### src/rtl/alu_pkg.sv
// Shared definitions for the pipelined ALU: opcode encodings and FSM states.
package alu_pkg;

    localparam logic [3:0] OP_SUB  = 4'd0;
    localparam logic [3:0] OP_ADD  = 4'd1;
    localparam logic [3:0] OP_OR   = 4'd2;
    localparam logic [3:0] OP_AND  = 4'd3;
    localparam logic [3:0] OP_DEC  = 4'd4;
    localparam logic [3:0] OP_INC  = 4'd5;
    localparam logic [3:0] OP_NOT  = 4'd6;
    localparam logic [3:0] OP_SLA  = 4'd7;
    localparam logic [3:0] OP_SRA  = 4'd8;
    localparam logic [3:0] OP_SLL  = 4'd9;
    localparam logic [3:0] OP_SRL  = 4'd10;
    localparam logic [3:0] OP_SLT  = 4'd11;
    localparam logic [3:0] OP_MUL  = 4'd12;
    localparam logic [3:0] OP_XOR  = 4'd13;
    localparam logic [3:0] OP_SHLV = 4'd14;
    localparam logic [3:0] OP_RSVD = 4'd15;

    localparam logic [0:0] ST_IDLE = 1'b0;
    localparam logic [0:0] ST_BUSY = 1'b1;

endpackage

### src/rtl/alu_pipe_if.sv
// Handshaked operand/result bus of alu_pipe.
//   master: drives operands/opcode and out_ready (register-file / writeback side)
//   slave : the ALU; returns in_ready, result and flags
interface alu_pipe_if #(parameter int WIDTH = 16);
    logic             in_valid;
    logic             in_ready;
    logic [WIDTH-1:0] a;
    logic [WIDTH-1:0] b;
    logic [3:0]       op;
    logic             out_valid;
    logic             out_ready;
    logic [WIDTH-1:0] result;
    logic             carry;
    logic             overflow;
    logic             zero;
    logic             negative;
    logic             illegal;

    modport master (
        output in_valid, a, b, op, out_ready,
        input  in_ready, out_valid, result, carry, overflow, zero, negative, illegal
    );

    modport slave (
        input  in_valid, a, b, op, out_ready,
        output in_ready, out_valid, result, carry, overflow, zero, negative, illegal
    );
endinterface

### src/rtl/alu_mul_iter.sv
// Iterative unsigned shift-add multiplier, one partial product per cycle.
//   clk, rst_n : clock, async active-low reset (abandons any operation)
//   start      : load operands (only while not busy)
//   a, b       : WIDTH-bit operands
//   done       : high during the last iteration cycle
//   product    : 2*WIDTH product, valid while done is high
// The product is taken from the adder output so the consumer can register
// it on the same edge that retires the final iteration.
module alu_mul_iter #(
    parameter int WIDTH = 16
) (
    input  logic               clk,
    input  logic               rst_n,
    input  logic               start,
    input  logic [WIDTH-1:0]   a,
    input  logic [WIDTH-1:0]   b,
    output logic               done,
    output logic [2*WIDTH-1:0] product
);
    localparam int CW = $clog2(WIDTH + 1);

    logic               busy;
    logic [CW-1:0]      cnt;
    logic [2*WIDTH-1:0] acc;
    logic [2*WIDTH-1:0] mc;
    logic [WIDTH-1:0]   mp;
    logic [2*WIDTH-1:0] sum;

    assign sum     = acc + (mp[0] ? mc : '0);
    assign done    = busy && (cnt == CW'(WIDTH - 1));
    assign product = sum;

    always_ff @(posedge clk or negedge rst_n) begin
        if (!rst_n) begin
            busy <= 1'b0;
            cnt  <= '0;
            acc  <= '0;
            mc   <= '0;
            mp   <= '0;
        end else if (start) begin
            busy <= 1'b1;
            cnt  <= '0;
            acc  <= '0;
            mc   <= {{WIDTH{1'b0}}, a};
            mp   <= b;
        end else if (busy) begin
            acc <= sum;
            mc  <= mc << 1;
            mp  <= mp >> 1;
            cnt <= cnt + 1'b1;
            if (done) busy <= 1'b0;
        end
    end
endmodule

### src/rtl/alu_pipe.sv
// Pipelined ALU with registered result/flags and valid/ready on both sides.
//   clk, rst_n : clock, async active-low reset
//   io (slave) : in_valid/in_ready/a/b/op in, out_valid/out_ready/result and
//                carry/overflow/zero/negative/illegal out
// Single-cycle ops load the output register on the accept edge. MUL goes
// IDLE->BUSY for WIDTH cycles in alu_mul_iter and loads on its last step.
module alu_pipe import alu_pkg::*; #(
    parameter int WIDTH = 16,
    parameter int SHW   = $clog2(WIDTH)
) (
    input  logic       clk,
    input  logic       rst_n,
    alu_pipe_if.slave  io
);
    localparam int M = WIDTH - 1;

    logic [0:0]       state;
    logic             out_valid_q;
    logic [WIDTH-1:0] result_q;
    logic             carry_q, overflow_q, zero_q, negative_q, illegal_q;

    logic             in_ready;
    logic             accept;
    logic             mul_start;
    logic             mul_done;
    logic [2*WIDTH-1:0] mul_prod;

    // Results of the single-cycle datapath
    logic [WIDTH:0]   add_w, sub_w, inc_w, dec_w, shl_w;
    logic             slt;
    logic [WIDTH-1:0] r_n;
    logic             c_n, v_n, z_n, ill_n;

    assign in_ready  = (state == ST_IDLE) && (!out_valid_q || io.out_ready);
    assign accept    = io.in_valid && in_ready;
    assign mul_start = accept && (io.op == OP_MUL);

    alu_mul_iter #(.WIDTH(WIDTH)) u_mul (
        .clk     (clk),
        .rst_n   (rst_n),
        .start   (mul_start),
        .a       (io.a),
        .b       (io.b),
        .done    (mul_done),
        .product (mul_prod)
    );

    assign add_w = {1'b0, io.a} + {1'b0, io.b};
    assign sub_w = {1'b0, io.a} - {1'b0, io.b};
    assign inc_w = {1'b0, io.a} + {{WIDTH{1'b0}}, 1'b1};
    assign dec_w = {1'b0, io.a} - {{WIDTH{1'b0}}, 1'b1};
    // Bit WIDTH of the widened shift is the last bit pushed out of the word.
    assign shl_w = {1'b0, io.a} << io.b[SHW-1:0];
    // True signed compare; a wrapped difference sign would be wrong on overflow.
    assign slt   = $signed(io.a) < $signed(io.b);

    always_comb begin
        r_n   = '0;
        c_n   = 1'b0;
        v_n   = 1'b0;
        ill_n = 1'b0;
        case (io.op)
            OP_SUB: begin
                r_n = sub_w[M:0];
                c_n = ~sub_w[WIDTH];
                v_n = (io.a[M] ^ io.b[M]) & (sub_w[M] ^ io.a[M]);
            end
            OP_ADD: begin
                r_n = add_w[M:0];
                c_n = add_w[WIDTH];
                v_n = ~(io.a[M] ^ io.b[M]) & (add_w[M] ^ io.a[M]);
            end
            OP_OR:  r_n = io.a | io.b;
            OP_AND: r_n = io.a & io.b;
            OP_DEC: begin
                r_n = dec_w[M:0];
                c_n = ~dec_w[WIDTH];
                v_n = io.a[M] & ~dec_w[M];
            end
            OP_INC: begin
                r_n = inc_w[M:0];
                c_n = inc_w[WIDTH];
                v_n = ~io.a[M] & inc_w[M];
            end
            OP_NOT: r_n = ~io.a;
            OP_SLA: begin
                r_n = {io.a[M-1:0], 1'b0};
                c_n = io.a[M];
                v_n = io.a[M] ^ io.a[M-1];
            end
            OP_SRA: begin
                r_n = {io.a[M], io.a[M:1]};
                c_n = io.a[0];
            end
            OP_SLL: begin
                r_n = {io.a[M-1:0], 1'b0};
                c_n = io.a[M];
            end
            OP_SRL: begin
                r_n = {1'b0, io.a[M:1]};
                c_n = io.a[0];
            end
            OP_SLT:  r_n = {{(WIDTH-1){1'b0}}, slt};
            OP_XOR:  r_n = io.a ^ io.b;
            OP_SHLV: begin
                r_n = shl_w[M:0];
                c_n = shl_w[WIDTH];
            end
            OP_RSVD: ill_n = 1'b1;
            default: ;  // OP_MUL is handled by the iterative path
        endcase
        // Reserved opcode reports only illegal; every other flag stays low.
        z_n = ~ill_n & ~|r_n;
    end

    always_ff @(posedge clk or negedge rst_n) begin
        if (!rst_n) begin
            state <= ST_IDLE;
        end else if (mul_start) begin
            state <= ST_BUSY;
        end else if (state == ST_BUSY && mul_done) begin
            state <= ST_IDLE;
        end
    end

    always_ff @(posedge clk or negedge rst_n) begin
        if (!rst_n) begin
            out_valid_q <= 1'b0;
            result_q    <= '0;
            carry_q     <= 1'b0;
            overflow_q  <= 1'b0;
            zero_q      <= 1'b0;
            negative_q  <= 1'b0;
            illegal_q   <= 1'b0;
        end else if (accept && !mul_start) begin
            out_valid_q <= 1'b1;
            result_q    <= r_n;
            carry_q     <= c_n;
            overflow_q  <= v_n;
            zero_q      <= z_n;
            negative_q  <= r_n[M];
            illegal_q   <= ill_n;
        end else if (state == ST_BUSY && mul_done) begin
            // out_valid was already clear when the MUL was accepted.
            out_valid_q <= 1'b1;
            result_q    <= mul_prod[M:0];
            carry_q     <= 1'b0;
            overflow_q  <= |mul_prod[2*WIDTH-1:WIDTH];
            zero_q      <= ~|mul_prod[M:0];
            negative_q  <= mul_prod[M];
            illegal_q   <= 1'b0;
        end else if (io.out_ready) begin
            out_valid_q <= 1'b0;
        end
    end

    assign io.in_ready  = in_ready;
    assign io.out_valid = out_valid_q;
    assign io.result    = result_q;
    assign io.carry     = carry_q;
    assign io.overflow  = overflow_q;
    assign io.zero      = zero_q;
    assign io.negative  = negative_q;
    assign io.illegal   = illegal_q;
endmodule

### src/flat_wrapper.sv
// flat-port wrapper written by rule: the top's interface ports become plain ports
module alu_pipe_flat import alu_pkg::*;
#(
    parameter int WIDTH = 16,
    parameter int SHW   = $clog2(WIDTH)
)
  (clk, rst_n, io_in_valid, io_a, io_b, io_op, io_out_ready, io_in_ready, io_out_valid, io_result, io_carry, io_overflow, io_zero, io_negative, io_illegal);
  alu_pipe_if #(.WIDTH(WIDTH)) io_i ();
  input  logic clk;
  input  logic rst_n;
  input wire logic [$bits(io_i.in_valid)-1:0] io_in_valid;
  input wire logic [$bits(io_i.a)-1:0] io_a;
  input wire logic [$bits(io_i.b)-1:0] io_b;
  input wire logic [$bits(io_i.op)-1:0] io_op;
  input wire logic [$bits(io_i.out_ready)-1:0] io_out_ready;
  output wire logic [$bits(io_i.in_ready)-1:0] io_in_ready;
  output wire logic [$bits(io_i.out_valid)-1:0] io_out_valid;
  output wire logic [$bits(io_i.result)-1:0] io_result;
  output wire logic [$bits(io_i.carry)-1:0] io_carry;
  output wire logic [$bits(io_i.overflow)-1:0] io_overflow;
  output wire logic [$bits(io_i.zero)-1:0] io_zero;
  output wire logic [$bits(io_i.negative)-1:0] io_negative;
  output wire logic [$bits(io_i.illegal)-1:0] io_illegal;
  assign io_i.in_valid = io_in_valid;
  assign io_i.a = io_a;
  assign io_i.b = io_b;
  assign io_i.op = io_op;
  assign io_i.out_ready = io_out_ready;
  assign io_in_ready = io_i.in_ready;
  assign io_out_valid = io_i.out_valid;
  assign io_result = io_i.result;
  assign io_carry = io_i.carry;
  assign io_overflow = io_i.overflow;
  assign io_zero = io_i.zero;
  assign io_negative = io_i.negative;
  assign io_illegal = io_i.illegal;
  alu_pipe #(.WIDTH(WIDTH), .SHW(SHW)) u_core (.clk(clk), .rst_n(rst_n), .io(io_i));
endmodule
### config.mk
export PLATFORM = sky130hd
export DESIGN_NAME = alu_pipe_flat
export DESIGN_NICKNAME = d
export VERILOG_FILES = /design/src/rtl/alu_pkg.sv /design/src/rtl/alu_pipe_if.sv /design/src/rtl/alu_mul_iter.sv /design/src/rtl/alu_pipe.sv /design/src/flat_wrapper.sv
export SDC_FILE = /design/constraint.sdc
export NUM_CORES = 1
export LEC_CHECK = 0
export BUFFER_PORTS_ARGS = -buffer_cell sky130_fd_sc_hd__buf_2
export CELL_PAD_IN_SITES_DETAIL_PLACEMENT = 1
export CELL_PAD_IN_SITES_GLOBAL_PLACEMENT = 1
export CORE_MARGIN = 2
export CORE_UTILIZATION = 48
export DETAILED_ROUTE_END_ITERATION = 16
export PLACE_DENSITY = 0.8
export RECOVER_POWER = 100
export SLEW_MARGIN = 20
export SYNTH_ARGS = -nofsm -noshare
export SYNTH_HDL_FRONTEND = slang
export SYNTH_SLANG_ARGS = --single-unit
### constraint.sdc
create_clock -name clk -period 3.9 [get_ports clk]
set_input_delay 0.585 -clock clk [delete_from_list [all_inputs] [get_ports clk]]
set_output_delay 0.585 -clock clk [all_outputs]
set_load 0.03 [all_outputs]
==> results.md, run 1 <==
* Fin crit share at 0.989
* Ant diodes at 0
* Global-route wire length before repair at 65.0 mm
* Area growth, synth to finish at 11.7%
* Die ar. at 24,100 sq um
* # nets final at 1,539
* Synth Area in Compound Gates at 0.246
* CP Data Required Time at 4200 ps
* CP arrival at 4150 ps
* Vias in the first global route at 11.4k
* Status: complete, but fails checks
* Seq cells post-synth at 108
* Depth of the worst register-to-register path at 13
* Simple-gate share of the synthesized area at 0.197
* Hold Startpoint: io_b[11]
* Drt total wl at 41.7 mm
* Number of synthesis warnings at 0
* Sequential cell area at 2710 sq um
* TritonRoute pass-1 iters at 5
* GRT Total Usage at 0.344
* Clk Latency, worst-skew pair at 370 ps
* Layout cells sized above 1 at 0.140
* Worst reg2reg startpoint: u_core.u_mul.mp[0]$_DFFE_PN0P_
* Die Y-Extent at 155 microns
* Post-route DRC at 0
* Routed Antenna Nets at 0
* CP startpoint: u_core.u_mul.mp[0]$_DFFE_PN0P_
* R2R Setup Slk at 40 ps
* Post-Syn Area at 11,000 sq um
* Fin cells at 1,697
* Worst slack at placement at -160 ps
* Final hold vios at 0
* Synth unique cells at 92
* GPL Wtd Cong at 0.984
* Synth Area in XOR/XNOR at 0.0391
* Failing checks: max-capacitance violations, max-slew violations
* Post-synth EDFFs at 0
* Core footprint at 22,600 sq um
* WHS Endpoint: u_core.u_mul.mp[11]$_DFFE_PN0P_
* Footprint of the multi-input gates at 7690 sq um
* Multiplexer area fraction after synthesis at 0.102
* Max-cap violations at 2
* Tightest Pin Transition at 2300 ps
* Placed Cells incl. Taps at 1,680
* Clock sink total at 108
* Area post-placement at 12,000 sq um
* Kind of critical path: flop to flop
* Slew Viols, Final at 189
* Pin count of the biggest net entering global routing at 120
* Final min period at 3860 ps
* Peak VDD IR at 0.000284 V
* Ys flop type: dfrtp_1
* Clock buffer depth at 2
* P per Cell Area at 500 nW/um^2
* CTS root buf: clkbuf_16
* Synth Net Count at 1,472
* Hold-fix buffers, CTS at 0
* Port Buffers at 62
* Slew headroom at -0.533
* Worst hold-check path type: input pin to flop
* Combinational family with the most area after synthesis: compound AO/OA/AOI/OAI gates
* WL per Instance at 24.6 microns
* Row count at 55
* CTS Buf Count at 9
* CP Capture Type: flop
* Antenna violations before repair at 0
* Sequential fraction of the synthesis area at 0.246
* Syn Area/Cell at 8.20 sq um
* Reg2reg end: u_core.io.zero$_DFFE_PN0P_
* Worst-path clk slew at 80 ps
* Initial core utilization at 0.487
* Num ports at 63
* Filler cell count at 2,757
* CTS tree: built
* Final Skew at 15.6 ps
* Final WS setup at 44.3 ps
* Setup tns final at 0 ps
* Detailed placement HPWL at 31.8 mm
* Fmax at 259 MHz
* Gate Count Post-Synth at 1,340
* Setup crit start kind: flop
* CTS HTree Levels at 3
* Synth Area in Adders at 0.107
* Drt via density at 6.62
* Via count at 11.2k
* Leak Pwr at 5.72 nW
* Critical-path maximum fanout at 12
* Hold Crit Depth at 3
* Initial DRC count at 1,096
* Share of flip-flops with an asynchronous set or reset at 1.00
* Chip width at 155 microns
* Setup violations, final at 0
* Final instance area at 12,300 sq um
* Remaining Overflow, GRT at 0
[state kept, by name, indices dropped and copies added (netlist names)]
name	cells
u_core.u_mul.acc	32
u_core.u_mul.mc	32
u_core.u_mul.mp	16
u_core.io.result	15
u_core.u_mul.cnt	5
u_core.io.carry	1
u_core.io.illegal	1
u_core.io.negative	1
u_core.io.out_valid	1
u_core.io.overflow	1
u_core.io.zero	1
u_core.state	1
u_core.u_mul.busy	1
[kinds of logic after synthesis]
group / count (synthesis)
AND/OR/NAND/NOR: 434
AO/OA/AOI/OAI: 390
buffers and inverters: 163
flip-flops: 108
multiplexers: 104
adder cells (fa/ha/maj): 92
XOR/XNOR: 49
[power breakdown]
part           total, mW  switching [mW]  internal [mW]  leakage (nW)
Combinational       3.26            2.04           1.22          4.21
Clock              0.917           0.471          0.446         0.137
Sequential          1.96           0.359           1.60          1.37
Total               6.13            2.87           3.26          5.72
[how the worst max path moves through the flow]
| stage | endpoint | depth (start not counted) |
|---|---|---|
| 2_1_floorplan | u_core.io.zero$_DFFE_PN0P_ | 14 |
| 3_3_place_gp | u_core.io.zero$_DFFE_PN0P_ | 16 |
| 3_5_place_dp | u_core.io.zero$_DFFE_PN0P_ | 16 |
| 4_1_cts | u_core.io.zero$_DFFE_PN0P_ | 13 |
| 5_1_grt | u_core.io.overflow$_DFFE_PN0P_ | 14 |
| 6_report | u_core.io.zero$_DFFE_PN0P_ | 13 |
[cell usage after synthesis, drive strengths merged, types with 27 or more instances]
master / number / share of area
nor3: 29 / 0.014
nand2: 109 / 0.037
and2: 37 / 0.021
ha: 89 / 0.10
a211oi: 27 / 0.018
o21ai: 84 / 0.039
mux2i: 92 / 0.084
xnor2: 32 / 0.026
nor2: 127 / 0.043
clkbuf: 53 / 0.018
inv: 59 / 0.020
dfrtp: 108 / 0.25
buf: 49 / 0.023
a21oi: 70 / 0.032
[routing by layer]
layer | part of all wire | up-vias | GRT usage
met1 | 0.43 | 5573 | 0.460
met2 | 0.46 | 494 | 0.564
met3 | 0.067 | 114 | 0.0543
met4 | 0.037 | 0 | 0.131
li1 | - | 5046 | -
met5 | 0 | - | 0
[worst max-delay path, stage by stage, from the launching register on]
cell	delay (ps)
dfrtp_4	560
buf_4	220
and2_1	180
ha_1	310
a21o_1	210
a21oi_2	160
xnor2_1	140
or4_4	500
nor3_2	160
nand4_1	160
or4_1	420
or4_1	450
o21ai_2	190
a31o_1	130
[cell usage in the layout, fill, tap and decap left out, drive strengths merged, types with 16 or more instances in the layout]
cell    instances
nand3          22
and2           37
nor2          127
o221ai         16
nor3           29
dfrtp         108
a22oi          19
buf           129
a211oi         27
a21oi          70
nand2b         16
o21ai          84
ha             89
inv            62
a21o           22
mux2i          92
nand2         109
xor2           17
xnor2          32
clkbuf         39
nor2b          19
[stage by stage]
step	hold slack [ps]	utilization	total power, mW
6_report	469	0.544	6.13
4_1_cts	376	0.543	6.11
5_1_grt	497	0.544	6.52
3_5_place_dp	493	0.531	5.16
2_1_floorplan	289	-	4.13
3_3_place_gp	464	0.531	4.99
[final cells by class]
cell class | instances | share of cell area
inverters | 61 | 0.0187
flip-flops and latches | 108 | 0.221
well taps | 285 | 0.0291
multi-input cells | 1069 | 0.627
clock inverters | 6 | 0.00449
clock buffers | 10 | 0.0187
repair buffers | 158 | 0.0814
[timing repair]
item                       in CTS  in global routing
pin swaps                       0                  1
resized for setup               1                 13
setup endpoints to repair       3                  3
setup buffers                   0                  1
hold endpoints to repair        0                  0
Power figures use the tool's default switching activity.
==> run 2, diff against run 1 <==
PLACE_DENSITY = not set   (was 0.8)
PLACE_DENSITY_LB_ADDON = 0.05   (was not set)
==> results.md, run 2 (synthesized netlist as in run 1, its figures left out) <==
* Status: complete, but fails checks
* Failing checks: max-capacitance violations, max-slew violations
* Setup crit start kind: input pin
* Slew Viols, Final at 210
* Depth of the worst register-to-register path at 13
* Initial DRC count at 857
* Fin util at 0.552
* Pin count of the biggest net entering global routing at 120
* Postcts setup bufs at 0
* Kind of critical path: input pin to flop
* Die Y-Extent at 155 microns
* Slew headroom at -0.533
* Post-route DRC at 0
* Commonest non-fill, non-tap cell in the layout: nor2_1
* Die ar. at 24,100 sq um
* Total power at 6.19 mW
* CP arrival at 4070 ps
* GPL Wtd Cong at 1.00
* Clock sink total at 108
* P per Cell Area at 497 nW/um^2
* WHS at 481 ps
* GRT Total Usage at 0.353
* # nets final at 1,567
* Critical-path maximum fanout at 5
* Hold Crit Depth at 3
* Fin cells at 1,725
* Area growth, synth to finish at 13.5%
* Drt total wl at 42.4 mm
* Hold-fix buffers, CTS at 0
* R2R Setup Slk at 180 ps
* Port Buffers at 62
* Row count at 55
* Layout cells sized above 1 at 0.149
* Most frequent cells in the layout: nor2_1 (127), buf_4 (116), nand2_1 (109), dfrtp_1 (106), mux2i_1 (92)
* Worst-path clk slew at 90 ps
* Vias in the first global route at 11.4k
* Antenna violations before repair at 0
* Clk Latency, worst-skew pair at 370 ps
* Fin crit share at 0.968
* RSZ-0062 raised after global routing: true
* CTS Buf Count at 9
* Largest registers: u_core.u_mul.acc: 32 flops, u_core.u_mul.mc: 32 flops, u_core.u_mul.mp: 16 flops
* Worst slack at placement at -227 ps
* Chip width at 155 microns
* Remaining Overflow, GRT at 0
* CTS tree: built
* Placed Cells incl. Taps at 1,709
* Ant diodes at 0
* Worst hold-check path type: input pin to flop
* CP Data Required Time at 4190 ps
* Final min period at 3780 ps
* Final Skew at 21.3 ps
* Tightest Pin Transition at 2300 ps
* Global-route wire length before repair at 65.9 mm
* Setup tns final at 0 ps
* Core footprint at 22,600 sq um
* Leak Pwr at 5.86 nW
* Max-cap violations at 3
* Clock buffer depth at 2
* CTS HTree Levels at 3
* Final hold vios at 0
* Num ports at 63
* Peak VDD IR at 0.000349 V
* Final WS setup at 125 ps
* CP Capture Type: flop
* Via count at 11.1k
* Area post-placement at 12,200 sq um
* Routed Antenna Nets at 0
* CTS root buf: clkbuf_16
* Initial core utilization at 0.487
* TritonRoute pass-1 iters at 5
* Fmax at 265 MHz
* Final instance area at 12,500 sq um
* WL per Instance at 24.6 microns
* Detailed placement HPWL at 33.0 mm
* Drt via density at 6.46
* Setup violations, final at 0
## run 2: changes by cell type in the layout (fill, tap and decap cells not counted), moves of 2 or more
cell	previous run	this run
buf_4	90	116
clkbuf_1	27	30
and2_0	0	2
and2_1	37	35
buf_2	38	36
clkinv_8	1	3
## run 2: layout make-up
cell class,instances,area [sq um]
fillers,2787,10100
multi-input cells,1069,7650
flip-flops and latches,108,2710
repair buffers,186,1200
well taps,285,357
inverters,61,229
clock buffers,9,225
clock inverters,7,91.3
## run 2: what timing repair did
action                                 CTS  global route
gates resized for setup                  0             4
setup endpoints to repair                0             5
endpoints found under the hold margin    0             0
## run 2: power by group
part | switching [mW] | internal [mW]
registers | 0.339 | 1.60
clock network | 0.505 | 0.466
logic | 2.03 | 1.26
## run 2: worst paths after layout
check,from,end
worst max-delay path,io_b[1],u_core.io.zero$_DFFE_PN0P_
worst min-delay path,io_b[12],u_core.u_mul.mp[12]$_DFFE_PN0P_
worst max register to register,u_core.u_mul.mp[0]$_DFFE_PN0P_,u_core.u_mul.acc[31]$_DFFE_PN0P_
worst min register to register,u_core.io.carry$_DFFE_PN0P_,u_core.io.carry$_DFFE_PN0P_
max in group asynchronous,rst_n,u_core.io.result[3]$_DFFE_PN0P_
min in group asynchronous,rst_n,u_core.u_mul.mp[9]$_DFFE_PN0P_
## run 2: per-layer routing
layer / track usage / vias to the layer above / wire length (microns)
li1: - / 5107 / -
met1: 0.461 / 5522 / 17900
met2: 0.583 / 423 / 19700
met3: 0.0624 / 95 / 3050
met4: 0.138 / 0 / 1720
met5: 0 / - / 0
## run 2: critical path: stages
cell	delay [ps]
clkbuf_1	120
inv_1	130
buf_4	160
fa_1	470
nor2b_1	320
o2111ai_1	220
and3b_1	240
a221oi_1	270
o211a_1	290
nand4_1	210
nor4_2	220
nand4_1	170
nor4b_1	450
a31o_1	200
